$ cat config.mk
export PLATFORM = sky130hd
export DESIGN_NAME = issue_queue_flat
export DESIGN_NICKNAME = d
export VERILOG_FILES = /design/src/rtl/issue_queue_if.sv /design/src/rtl/issue_queue.sv /design/src/flat_wrapper.sv
export SDC_FILE = /design/constraint.sdc
export NUM_CORES = 1
export LEC_CHECK = 0
export ABC_AREA = 0
export BUFFER_PORTS_ARGS = -buffer_cell sky130_fd_sc_hd__buf_4
export CAP_MARGIN = 20
export CORE_UTILIZATION = 32
export DETAILED_ROUTE_END_ITERATION = 16
export PLACE_DENSITY = 0.48
export SYNTH_ARGS = -nofsm -noshare
export SYNTH_HDL_FRONTEND = slang
export SYNTH_SLANG_ARGS = --single-unit
$ cat constraint.sdc
create_clock -name clk_i -period 3.1 [get_ports clk_i]
set_input_delay 0.31 -clock clk_i [delete_from_list [all_inputs] [get_ports clk_i]]
set_output_delay 0.31 -clock clk_i [all_outputs]
set_load 0.005 [all_outputs]
$ cat src/rtl/issue_queue_if.sv
// issue_queue_if: dispatch, CDB wakeup, issue and occupancy signals of the issue queue.
// master = rename/CDB/execute side, slave = the queue itself.
interface issue_queue_if #(
   parameter int DEPTH  = 8,
   parameter int PREG_W = 5,
   parameter int OP_W   = 8
);
   localparam int CW = $clog2(DEPTH) + 1;

   logic              flush_i;
   logic              disp_valid_i;
   logic              disp_ready_o;
   logic [OP_W-1:0]   disp_op_i;
   logic [PREG_W-1:0] disp_prs1_i;
   logic [PREG_W-1:0] disp_prs2_i;
   logic              disp_prs1_rdy_i;
   logic              disp_prs2_rdy_i;
   logic [PREG_W-1:0] disp_prd_i;
   logic              cdb_en_i;
   logic [PREG_W-1:0] cdb_reg_addr_i;
   logic              iss_valid_o;
   logic              iss_ready_i;
   logic [OP_W-1:0]   iss_op_o;
   logic [PREG_W-1:0] iss_prs1_o;
   logic [PREG_W-1:0] iss_prs2_o;
   logic [PREG_W-1:0] iss_prd_o;
   logic [CW-1:0]     count_o;

   modport master (
      output flush_i, disp_valid_i, disp_op_i, disp_prs1_i, disp_prs2_i,
             disp_prs1_rdy_i, disp_prs2_rdy_i, disp_prd_i,
             cdb_en_i, cdb_reg_addr_i, iss_ready_i,
      input  disp_ready_o, iss_valid_o, iss_op_o, iss_prs1_o, iss_prs2_o,
             iss_prd_o, count_o
   );

   modport slave (
      input  flush_i, disp_valid_i, disp_op_i, disp_prs1_i, disp_prs2_i,
             disp_prs1_rdy_i, disp_prs2_rdy_i, disp_prd_i,
             cdb_en_i, cdb_reg_addr_i, iss_ready_i,
      output disp_ready_o, iss_valid_o, iss_op_o, iss_prs1_o, iss_prs2_o,
             iss_prd_o, count_o
   );
endinterface

$ cat src/rtl/issue_queue.sv
// issue_queue: out-of-order issue queue, CDB wakeup, age-matrix oldest-ready select (IQ_FAST_WAKEUP_EN).
// Latency: dispatch->issue 1 cycle; wakeup->issue 1 cycle, 0 with IQ_FAST_WAKEUP_EN.
// Backpressure: disp_ready_o low at DEPTH entries; iss_ready_i low holds all entries.
module issue_queue #(
   parameter int DEPTH  = 8,
   parameter int PREG_W = 5,
   parameter int OP_W   = 8
) (
   input  logic         clk_i,
   input  logic         reset_ni,
   issue_queue_if.slave bus
);
   localparam int CW = $clog2(DEPTH) + 1;

   logic [DEPTH-1:0]  r_vld;
   logic [DEPTH-1:0]  r_rdy1;
   logic [DEPTH-1:0]  r_rdy2;
   logic [OP_W-1:0]   r_op   [DEPTH];
   logic [PREG_W-1:0] r_prs1 [DEPTH];
   logic [PREG_W-1:0] r_prs2 [DEPTH];
   logic [PREG_W-1:0] r_prd  [DEPTH];
   logic [DEPTH-1:0]  r_age  [DEPTH];
   logic [CW-1:0]     r_count;

   logic [DEPTH-1:0]  w_rdy1;
   logic [DEPTH-1:0]  w_rdy2;
   logic [DEPTH-1:0]  w_elig;
   logic [DEPTH-1:0]  w_sel;
   logic [DEPTH-1:0]  w_free;
   logic              w_disp_fire;
   logic              w_iss_fire;
   logic              w_cap1;
   logic              w_cap2;
   logic [OP_W-1:0]   w_iss_op;
   logic [PREG_W-1:0] w_iss_prs1;
   logic [PREG_W-1:0] w_iss_prs2;
   logic [PREG_W-1:0] w_iss_prd;

   assign bus.disp_ready_o = (r_count < CW'(DEPTH)) & reset_ni;
   assign w_disp_fire      = bus.disp_valid_i & bus.disp_ready_o;
   assign w_iss_fire       = bus.iss_valid_o & bus.iss_ready_i;

   // One-hot lowest clear bit of r_vld.
   assign w_free = ~r_vld & (r_vld + DEPTH'(1));

   assign w_cap1 = bus.disp_prs1_rdy_i | (bus.disp_prs1_i == '0) |
                   (bus.cdb_en_i & (bus.cdb_reg_addr_i == bus.disp_prs1_i));
   assign w_cap2 = bus.disp_prs2_rdy_i | (bus.disp_prs2_i == '0) |
                   (bus.cdb_en_i & (bus.cdb_reg_addr_i == bus.disp_prs2_i));

   always_comb begin
      w_rdy1 = r_rdy1;
      w_rdy2 = r_rdy2;
`ifdef IQ_FAST_WAKEUP_EN
      for (int i = 0; i < DEPTH; i++) begin
         if (bus.cdb_en_i && (r_prs1[i] == bus.cdb_reg_addr_i)) w_rdy1[i] = 1'b1;
         if (bus.cdb_en_i && (r_prs2[i] == bus.cdb_reg_addr_i)) w_rdy2[i] = 1'b1;
      end
`endif
      w_elig = r_vld & w_rdy1 & w_rdy2;
   end

   // An eligible entry wins unless some other eligible entry is older than it.
   always_comb begin
      w_sel = '0;
      for (int i = 0; i < DEPTH; i++) begin
         w_sel[i] = w_elig[i];
         for (int j = 0; j < DEPTH; j++) begin
            if (w_elig[j] && r_age[j][i]) w_sel[i] = 1'b0;
         end
      end
   end

   always_comb begin
      w_iss_op   = '0;
      w_iss_prs1 = '0;
      w_iss_prs2 = '0;
      w_iss_prd  = '0;
      for (int i = 0; i < DEPTH; i++) begin
         if (w_sel[i]) begin
            w_iss_op   = w_iss_op   | r_op[i];
            w_iss_prs1 = w_iss_prs1 | r_prs1[i];
            w_iss_prs2 = w_iss_prs2 | r_prs2[i];
            w_iss_prd  = w_iss_prd  | r_prd[i];
         end
      end
   end

   assign bus.iss_valid_o = |w_sel;
   assign bus.iss_op_o    = w_iss_op;
   assign bus.iss_prs1_o  = w_iss_prs1;
   assign bus.iss_prs2_o  = w_iss_prs2;
   assign bus.iss_prd_o   = w_iss_prd;
   assign bus.count_o     = r_count;

   always_ff @(posedge clk_i or negedge reset_ni) begin
      if (!reset_ni) begin
         r_vld   <= '0;
         r_rdy1  <= '0;
         r_rdy2  <= '0;
         r_count <= '0;
         for (int i = 0; i < DEPTH; i++) begin
            r_op[i]   <= '0;
            r_prs1[i] <= '0;
            r_prs2[i] <= '0;
            r_prd[i]  <= '0;
            r_age[i]  <= '0;
         end
      end else if (bus.flush_i) begin
         r_vld   <= '0;
         r_count <= '0;
      end else begin
         for (int i = 0; i < DEPTH; i++) begin
            if (bus.cdb_en_i && r_vld[i]) begin
               if (r_prs1[i] == bus.cdb_reg_addr_i) r_rdy1[i] <= 1'b1;
               if (r_prs2[i] == bus.cdb_reg_addr_i) r_rdy2[i] <= 1'b1;
            end
            if (w_iss_fire && w_sel[i]) r_vld[i] <= 1'b0;
            if (w_disp_fire && w_free[i]) begin
               r_vld[i]  <= 1'b1;
               r_op[i]   <= bus.disp_op_i;
               r_prs1[i] <= bus.disp_prs1_i;
               r_prs2[i] <= bus.disp_prs2_i;
               r_prd[i]  <= bus.disp_prd_i;
               r_rdy1[i] <= w_cap1;
               r_rdy2[i] <= w_cap2;
            end
         end
         // New entry is younger than every currently valid entry.
         if (w_disp_fire) begin
            for (int j = 0; j < DEPTH; j++) begin
               if (w_free[j]) r_age[j] <= '0;
               else           r_age[j] <= r_age[j] | (w_free & {DEPTH{r_vld[j]}});
            end
         end
         case ({w_disp_fire, w_iss_fire})
            2'b10:   r_count <= r_count + CW'(1);
            2'b01:   r_count <= r_count - CW'(1);
            default: r_count <= r_count;
         endcase
      end
   end
endmodule

$ cat src/flat_wrapper.sv
// flat-port wrapper written by rule: the top's interface ports become plain ports
module issue_queue_flat 
#(
   parameter int DEPTH  = 8,
   parameter int PREG_W = 5,
   parameter int OP_W   = 8
)
  (clk_i, reset_ni, bus_flush_i, bus_disp_valid_i, bus_disp_op_i, bus_disp_prs1_i, bus_disp_prs2_i, bus_disp_prs1_rdy_i, bus_disp_prs2_rdy_i, bus_disp_prd_i, bus_cdb_en_i, bus_cdb_reg_addr_i, bus_iss_ready_i, bus_disp_ready_o, bus_iss_valid_o, bus_iss_op_o, bus_iss_prs1_o, bus_iss_prs2_o, bus_iss_prd_o, bus_count_o);
  issue_queue_if #(.DEPTH(DEPTH), .PREG_W(PREG_W), .OP_W(OP_W)) bus_i ();
  input  logic clk_i;
  input  logic reset_ni;
  input wire logic [$bits(bus_i.flush_i)-1:0] bus_flush_i;
  input wire logic [$bits(bus_i.disp_valid_i)-1:0] bus_disp_valid_i;
  input wire logic [$bits(bus_i.disp_op_i)-1:0] bus_disp_op_i;
  input wire logic [$bits(bus_i.disp_prs1_i)-1:0] bus_disp_prs1_i;
  input wire logic [$bits(bus_i.disp_prs2_i)-1:0] bus_disp_prs2_i;
  input wire logic [$bits(bus_i.disp_prs1_rdy_i)-1:0] bus_disp_prs1_rdy_i;
  input wire logic [$bits(bus_i.disp_prs2_rdy_i)-1:0] bus_disp_prs2_rdy_i;
  input wire logic [$bits(bus_i.disp_prd_i)-1:0] bus_disp_prd_i;
  input wire logic [$bits(bus_i.cdb_en_i)-1:0] bus_cdb_en_i;
  input wire logic [$bits(bus_i.cdb_reg_addr_i)-1:0] bus_cdb_reg_addr_i;
  input wire logic [$bits(bus_i.iss_ready_i)-1:0] bus_iss_ready_i;
  output wire logic [$bits(bus_i.disp_ready_o)-1:0] bus_disp_ready_o;
  output wire logic [$bits(bus_i.iss_valid_o)-1:0] bus_iss_valid_o;
  output wire logic [$bits(bus_i.iss_op_o)-1:0] bus_iss_op_o;
  output wire logic [$bits(bus_i.iss_prs1_o)-1:0] bus_iss_prs1_o;
  output wire logic [$bits(bus_i.iss_prs2_o)-1:0] bus_iss_prs2_o;
  output wire logic [$bits(bus_i.iss_prd_o)-1:0] bus_iss_prd_o;
  output wire logic [$bits(bus_i.count_o)-1:0] bus_count_o;
  assign bus_i.flush_i = bus_flush_i;
  assign bus_i.disp_valid_i = bus_disp_valid_i;
  assign bus_i.disp_op_i = bus_disp_op_i;
  assign bus_i.disp_prs1_i = bus_disp_prs1_i;
  assign bus_i.disp_prs2_i = bus_disp_prs2_i;
  assign bus_i.disp_prs1_rdy_i = bus_disp_prs1_rdy_i;
  assign bus_i.disp_prs2_rdy_i = bus_disp_prs2_rdy_i;
  assign bus_i.disp_prd_i = bus_disp_prd_i;
  assign bus_i.cdb_en_i = bus_cdb_en_i;
  assign bus_i.cdb_reg_addr_i = bus_cdb_reg_addr_i;
  assign bus_i.iss_ready_i = bus_iss_ready_i;
  assign bus_disp_ready_o = bus_i.disp_ready_o;
  assign bus_iss_valid_o = bus_i.iss_valid_o;
  assign bus_iss_op_o = bus_i.iss_op_o;
  assign bus_iss_prs1_o = bus_i.iss_prs1_o;
  assign bus_iss_prs2_o = bus_i.iss_prs2_o;
  assign bus_iss_prd_o = bus_i.iss_prd_o;
  assign bus_count_o = bus_i.count_o;
  issue_queue #(.DEPTH(DEPTH), .PREG_W(PREG_W), .OP_W(OP_W)) u_core (.clk_i(clk_i), .reset_ni(reset_ni), .bus(bus_i));
endmodule
# Word-level counts from Yosys, hierarchy flattened
# Cells that the tools add are included.
[totals]
regBits = 276
latchBits = 0
mem_bits_rw = 0
mem_bits_ro = 0
inputBits = 36
n_memories = 0
[op_classes]
n_addsub = 3
mul = 0
div_mod_pow = 0
magnitude_cmp = 1
n_eq_ne = 20
shifts = 0
n_mux = 171
n_bitwise = 58
n_reduce_logical = 149
[op_table]
columns = ["cell", "n"]
rows = [
  ["$mux W8", 17],
  ["$mux W1", 128],
  ["$mux W5", 24],
  ["$or A8 B8 Y8", 15],
  ["$or A5 B5 Y5", 21],
  ["$eq A5 B5 Y1", 18],
  ["$and A8 B8 Y8", 11],
  ["$logic_and A1 B1 Y1", 88],
  ["$reduce_and A3 Y1", 16],
  ["$reduce_bool A2 Y1", 24],
  ["$reduce_bool A3 Y1", 9],
  ["$reduce_and A2 Y1", 9],
  ["$logic_not A5 Y1", 2],
  ["$add A8 B1 Y8 const B", 1],
  ["$not A8 Y8", 1],
  ["$pmux W4 S2", 1],
  ["$reduce_or A8 Y1", 1],
  ["$and A1 B1 Y1", 5],
  ["$add A4 B1 Y4 const B", 1],
  ["$lt A4 B4 Y1 const B", 1],
  ["$mux W4", 1],
  ["$or A1 B1 Y1", 4],
  ["$sub A4 B1 Y4 const B", 1],
  ["$eq A2 B1 Y1 const B", 1],
  ["2 further kinds", 2],
]

# Logic depth before layout (Yosys ltp)
[logic_depth]
word_depth = 26
depth_mapped = 13
depth_no_buf = 12

# Worst setup path after synthesis
# No wires, ideal clock.
[synth_path]
path_kind = "register to register"
startpoint = "reg u_core.r_rdy2[0]"
endpoint = "reg u_core.r_count[3] (netlist: u_core.bus.count_o[3])"
arrival_time_ns = 2.727
required_ns = 3.018
path_slack_ns = 0.291
stages_incl_launch_ff = 13
path_buffers = 0
path_cell_list = "dfrtp_1 -> and3_4 -> a211o_1 -> nor3_2 -> nor2_1 -> a41oi_4 -> and2_1 -> ha_1 -> a21o_1 -> a21o_1 -> nor3_1 -> mux2i_1 -> a31oi_1"
[synth_via]
elab_chain_cells = 15
elab_cells_between_ends = 80
classes_between = "2 x eq/ne; 66 x mux; 2 x bitwise; 10 x reduce/logical"
[synth_rtl]
columns = ["element", "line_no", "rtl"]
rows = [
  ["from (decl)", "issue_queue.sv:17", "logic [DEPTH-1:0] r_rdy2;"],
  ["from (signal, indexed assignment)", "issue_queue.sv:126", "r_rdy2[i] <= w_cap2;"],
  ["$and A8 B8 Y8 (*)", "issue_queue.sv:60", "w_elig = r_vld & w_rdy1 & w_rdy2;"],
  ["$logic_and A1 B1 Y1", "issue_queue.sv:69", "if (w_elig[j] && r_age[j][i]) w_sel[i] = 1'b0;"],
  ["$mux W1 (8 in a row)", "issue_queue.sv:69", ""],
  ["$reduce_or A8 Y1 (*)", "issue_queue.sv:89", "assign bus.iss_valid_o = |w_sel;"],
  ["$and A1 B1 Y1 (*)", "issue_queue.sv:41", "assign w_iss_fire = bus.iss_valid_o & bus.iss_ready_i;"],
  ["$eq A2 B1 Y1 / $eq A2 B2 Y1 (equally long branches)", "issue_queue.sv:136", "case ({w_disp_fire, w_iss_fire})"],
  ["$pmux W4 S2", "issue_queue.sv:136", ""],
  ["$mux W4", "issue_queue.sv:109", "end else if (bus.flush_i) begin"],
  ["to (signal assigned)", "issue_queue.sv:137", "2'b10: r_count <= r_count + CW'(1);"],
  ["to (signal assigned)", "issue_queue.sv:138", "2'b01: r_count <= r_count - CW'(1);"],
  ["to (signal assigned)", "issue_queue.sv:139", "default: r_count <= r_count;"],
  ["to (decl)", "issue_queue.sv:23", "logic [CW-1:0] r_count;"],
]
# Every way passes the cells marked *; elsewhere a longest branch is shown, timed or not.
# A chain may end at the register's enable or synchronous reset.

# Worst setup path in the final report
[layout_path]
startpoint = "reg u_core.r_rdy2[4]"
endpoint = "out bus_iss_prd_o[2]"
[layout_via]
elab_chain_cells = 21
elab_cells_between_ends = 60
classes_between = "44 x mux; 8 x bitwise; 8 x reduce/logical"
[layout_rtl]
columns = ["element", "line_no", "rtl"]
rows = [
  ["$and A8 B8 Y8 (*)", "issue_queue.sv:60", ""],
  ["$logic_and A1 B1 Y1", "issue_queue.sv:69", ""],
  ["$mux W1 (4 in a row)", "issue_queue.sv:69", ""],
  ["$mux W5", "issue_queue.sv:80", "if (w_sel[i]) begin"],
  ["$or A5 B5 Y5", "issue_queue.sv:84", "w_iss_prd = w_iss_prd | r_prd[i];"],
  ["$mux W5", "issue_queue.sv:80", ""],
  ["$or A5 B5 Y5", "issue_queue.sv:84", ""],
  ["$mux W5", "issue_queue.sv:80", ""],
  ["[... 2 more ...]", "n/a", ""],
  ["$or A5 B5 Y5", "issue_queue.sv:84", ""],
  ["$mux W5", "issue_queue.sv:80", ""],
  ["$or A5 B5 Y5", "issue_queue.sv:84", ""],
  ["$mux W5", "issue_queue.sv:80", ""],
  ["$or A5 B5 Y5", "issue_queue.sv:84", ""],
  ["$mux W5", "issue_queue.sv:80", ""],
  ["$or A5 B5 Y5", "issue_queue.sv:84", ""],
  ["$mux W5 (*)", "issue_queue.sv:80", ""],
  ["to (decl)", "flat_wrapper.sv:28", "output wire logic [$bits(bus_i.iss_prd_o)-1:0] bus_iss_prd_o;"],
]
# Marks and branches as above.

==> metrics.md <==
| Metric | Value |
|---|---|
| Clock group share of total power | 45.3% |
| I/O Pins | between 60 and 70 |
| P_sw | 0.00214 W |
| Clock buffer count from CTS | 35 |
| Worst Max-Slew Pin Slew | 976 ps |
| Total GRT Usage | 21.3% |
| Final net count | 1288 |
| Setup Fix Bufs, Post-CTS | 0 |
| Vias | 9700 |
| Gr ovfl total | 0 |
| Post-synth top area cell | dfrtp_1 |
| Post-synth top flop | dfrtp_1 |
| Root Buffer Master | clkbuf_16 |
| Max Freq | 0.331 GHz |
| Setup violations, final | 0 |
| Overall Power | about 0.0086 W |
| Share of layout cells above drive strength 1 | between 20% and 30% |
| Reg2reg setup slack | 230 ps |
| Core Box Area | 0.0402 mm² |
| Initial Utilization | 32.8% |
| DR DRC count | 0 |
| Fraction of power spent switching nets | 25.0% |
| Synthesized area per cell | ~11 µm² |
| Layout Skew | 21.4 ps |
| TritonRoute pass-1 iters | 4 |
| DIE AREA | 0.0420 mm² |
| Logic gate share of total power | 8.4% |
| Synth Net Count | 1222 |
| Worst Hold Endpoint | u_core.r_op[57] |
| Hold Path Class | input pin to flop |
| Iter 0 DRT Violations | 667 |
| Post-Syn Area | 0.0132 mm² |
| Leak pwr | 7.21 nW |
| Standard-cell rows | 73 |
| Sequential element share of the synthesized area | 52.4% |
| Hold Slack | 23.2 ps |
| Leading cell types by count after synthesis | 276 x dfrtp_1, 130 x mux2_2, 101 x nand2_1 |
| #FFs+latches synth | 276 |
| Clock buffer depth | 3 |
| Cell count after synthesis | between 1000 and 1500 |
| Antenna fix cells | 0 |
| Worst hold path stage count | 3 |
| Count leader, synth | dfrtp_1 |
| Critical path startpoint category | flop |
| Vias/cell | approximately 5.4 |
| YS warnings | 0 |
| Final WS setup | around 83 ps |
| Status | finished, final reports clean |
| Antenna violations before repair | 0 |
| Fin crit share | about 97% |
| DRT antenna net count | 0 |
| Register area | 0.00691 mm² |
| Clock Latency Late Sink | roughly 550 ps |
| Largest net degree at the start of global routing | between 150 and 200 |
| Fin crit period | 3020 ps |
| Worst hold start | bus_disp_op_i[1] |
| Multi-input logic area | 0.00593 mm² |
| Top cell type's share of synthesized area | between 50% and 60% |
| CTS tree | built |
| VDD IR-drop max | about 0.40 mV |
| Die width | 205 µm |
| Clock Sinks | 276 |
| Pre-CTS WS | around 250 ps |
| Fillers | around 4000 |
| Crit end category | output pin |
| Buffers on Ports | 64 |
| H-tree depth | 2 |
| Slew headroom | 35.0% |
| Worst r2r path cells | 12 |
| Fin Setup TNS | 0 ps |
| Synth top area cells | dfrtp_1 52%, mux2_2 11%, a22oi_1 5.2% |
| Gpl congestion | around 0.90 |
| Critical Path RT | 2790 ps |
| WL per Instance | approximately 24 µm |
| Synth async-reset ratio | 100% |
| Crit Path Max Fanout | 24 |
| Internal power | 0.00642 W |
| HPWL Detailed | 27700 µm |
| Reg2reg start | u_core.r_vld[0] |
| Max-slew violation count | 0 |
| RSZ-0062 raised after global routing | no |
| Vias in the first global route | approximately 10000 |
| Critical path class | flop to output pin |
| Pwr/cell area | around 550 mW/mm² |
| WL final | 43300 µm |
| Worst-path clk slew | 60 ps |
| First-pass GRT wire length | 65800 µm |
| FF-to-FF End | u_core.bus.count_o[3] |
| EDFF count, synth | 0 |
| Flop pwr share | 46.4% |
| Count of unique library cells instantiated by Yosys | 50 |
| Critical path arrival | between 2000 and 3000 ps |
| Area Overhead vs Synth | 18.2% |
| Die Y | 205 µm |
| MaxCap Viol Count | 0 |
| Hold Fails Final Rpt | 0 |
-- how the worst max path moves through the flow --
stage | startpoint | to | slack [ps] | cells past startpoint
after floorplan | u_core.r_rdy2[0] | u_core.bus.count_o[3] | 290 | 12
final | u_core.r_rdy2[4] | bus_iss_prd_o[2] | 80 | 7
after global routing | u_core.r_rdy2[4] | bus_iss_prd_o[2] | 10 | 7
after CTS | u_core.r_vld[0] | bus_iss_prd_o[2] | 30 | 7
after global placement | u_core.r_rdy1[7] | u_core.bus.count_o[3] | 250 | 12
after detailed placement | u_core.r_rdy1[7] | u_core.bus.count_o[3] | 250 | 12
-- through the flow --
| stage | utilization [%] | instance area, µm² | instances |
|---|---|---|---|
| after floorplan | - | 13200 | 1183 |
| after global placement | 35.9 | 14400 | 1735 |
| after detailed placement | 35.9 | 14400 | 1735 |
| after CTS | 38.7 | 15600 | 1796 |
| after global routing | 38.7 | 15600 | 1796 |
| final | 38.7 | 15600 | 1796 |
-- layout by cell type, fill, tap and decap left out, types with 9 or more instances in the layout --
cell type  netlist  final
nand3_1         23     23
xnor2_1         51     51
nor4_1          10      9
clkbuf_16        0     36
nor2b_1         11     11
inv_1           12     12
nor3_4           3      9
o31ai_1         10     10
mux2_2         130    130
a21oi_1         55     55
dfrtp_1        276    276
nand4_1         54     54
a22oi_1         92     92
a31oi_1         14     14
nand2_1        101    100
mux2_1          31     31
nor2_1          95     92
buf_4            2    105
xor2_1          40     40
-- routing by layer --
layer / up-vias / track usage, % / part of all wire (%)
li1: 4401 / - / -
met1: 4980 / 30.0 / 47
met2: 253 / 33.0 / 45
met3: 66 / 3.28 / 4.9
met4: 0 / 7.43 / 3.0
met5: - / 0 / 0
-- cells by family after synthesis --
group,after synthesis,share of synthesized area [%]
compound gates,212,11.3
xor+xnor,92,6.22
fa+ha+maj,3,0.342
buf+inv,99,3.18
flops,276,52.4
mux,163,13.9
simple gates,338,12.6
-- power groups by stage --
stage	Sequential, W	Combinational [W]	Clock [W]
floorplan	0.00398	0.000421	0
global placement	0.00402	0.000715	0
detailed placement	0.00403	0.000721	0
CTS	0.00396	0.000727	0.00399
global route	0.00399	0.000788	0.00413
finish	0.00397	0.000715	0.00388
-- layout make-up --
class / count / share of cell area (%)
Multi-Input combinational cell: 808 / 38.1
Sequential cell: 276 / 44.4
Clock inverter: 11 / 0.627
Clock buffer: 48 / 6.33
Inverter: 12 / 0.289
Tap cell: 525 / 4.22
Timing Repair Buffer: 116 / 6.09
-- critical path, stage by stage, from the launching register on --
cell     delay (ps)
dfrtp_1         420
and3_1          280
a22o_1          290
nor3_4          200
buf_4           460
a22oi_1         140
nand4_1         200
buf_4           140
-- state kept, by name, indices dropped and copies added (netlist names) --
register / flops
u_core.r_op: 64
u_core.r_prs1: 40
u_core.r_prd: 40
u_core.r_rdy1: 8
u_core.r_prs2: 40
u_core.r_rdy2: 8
u_core.r_vld: 8
u_core.bus.count_o: 4
u_core.r_age: 64
-- timing repair --
action	in CTS	in global routing
endpoints found under the hold margin	43	0
endpoints found under the setup margin	0	11
gates resized for setup	0	4
hold buffers	2	0
No activity file was read; power rests on OpenSTA's default activity.
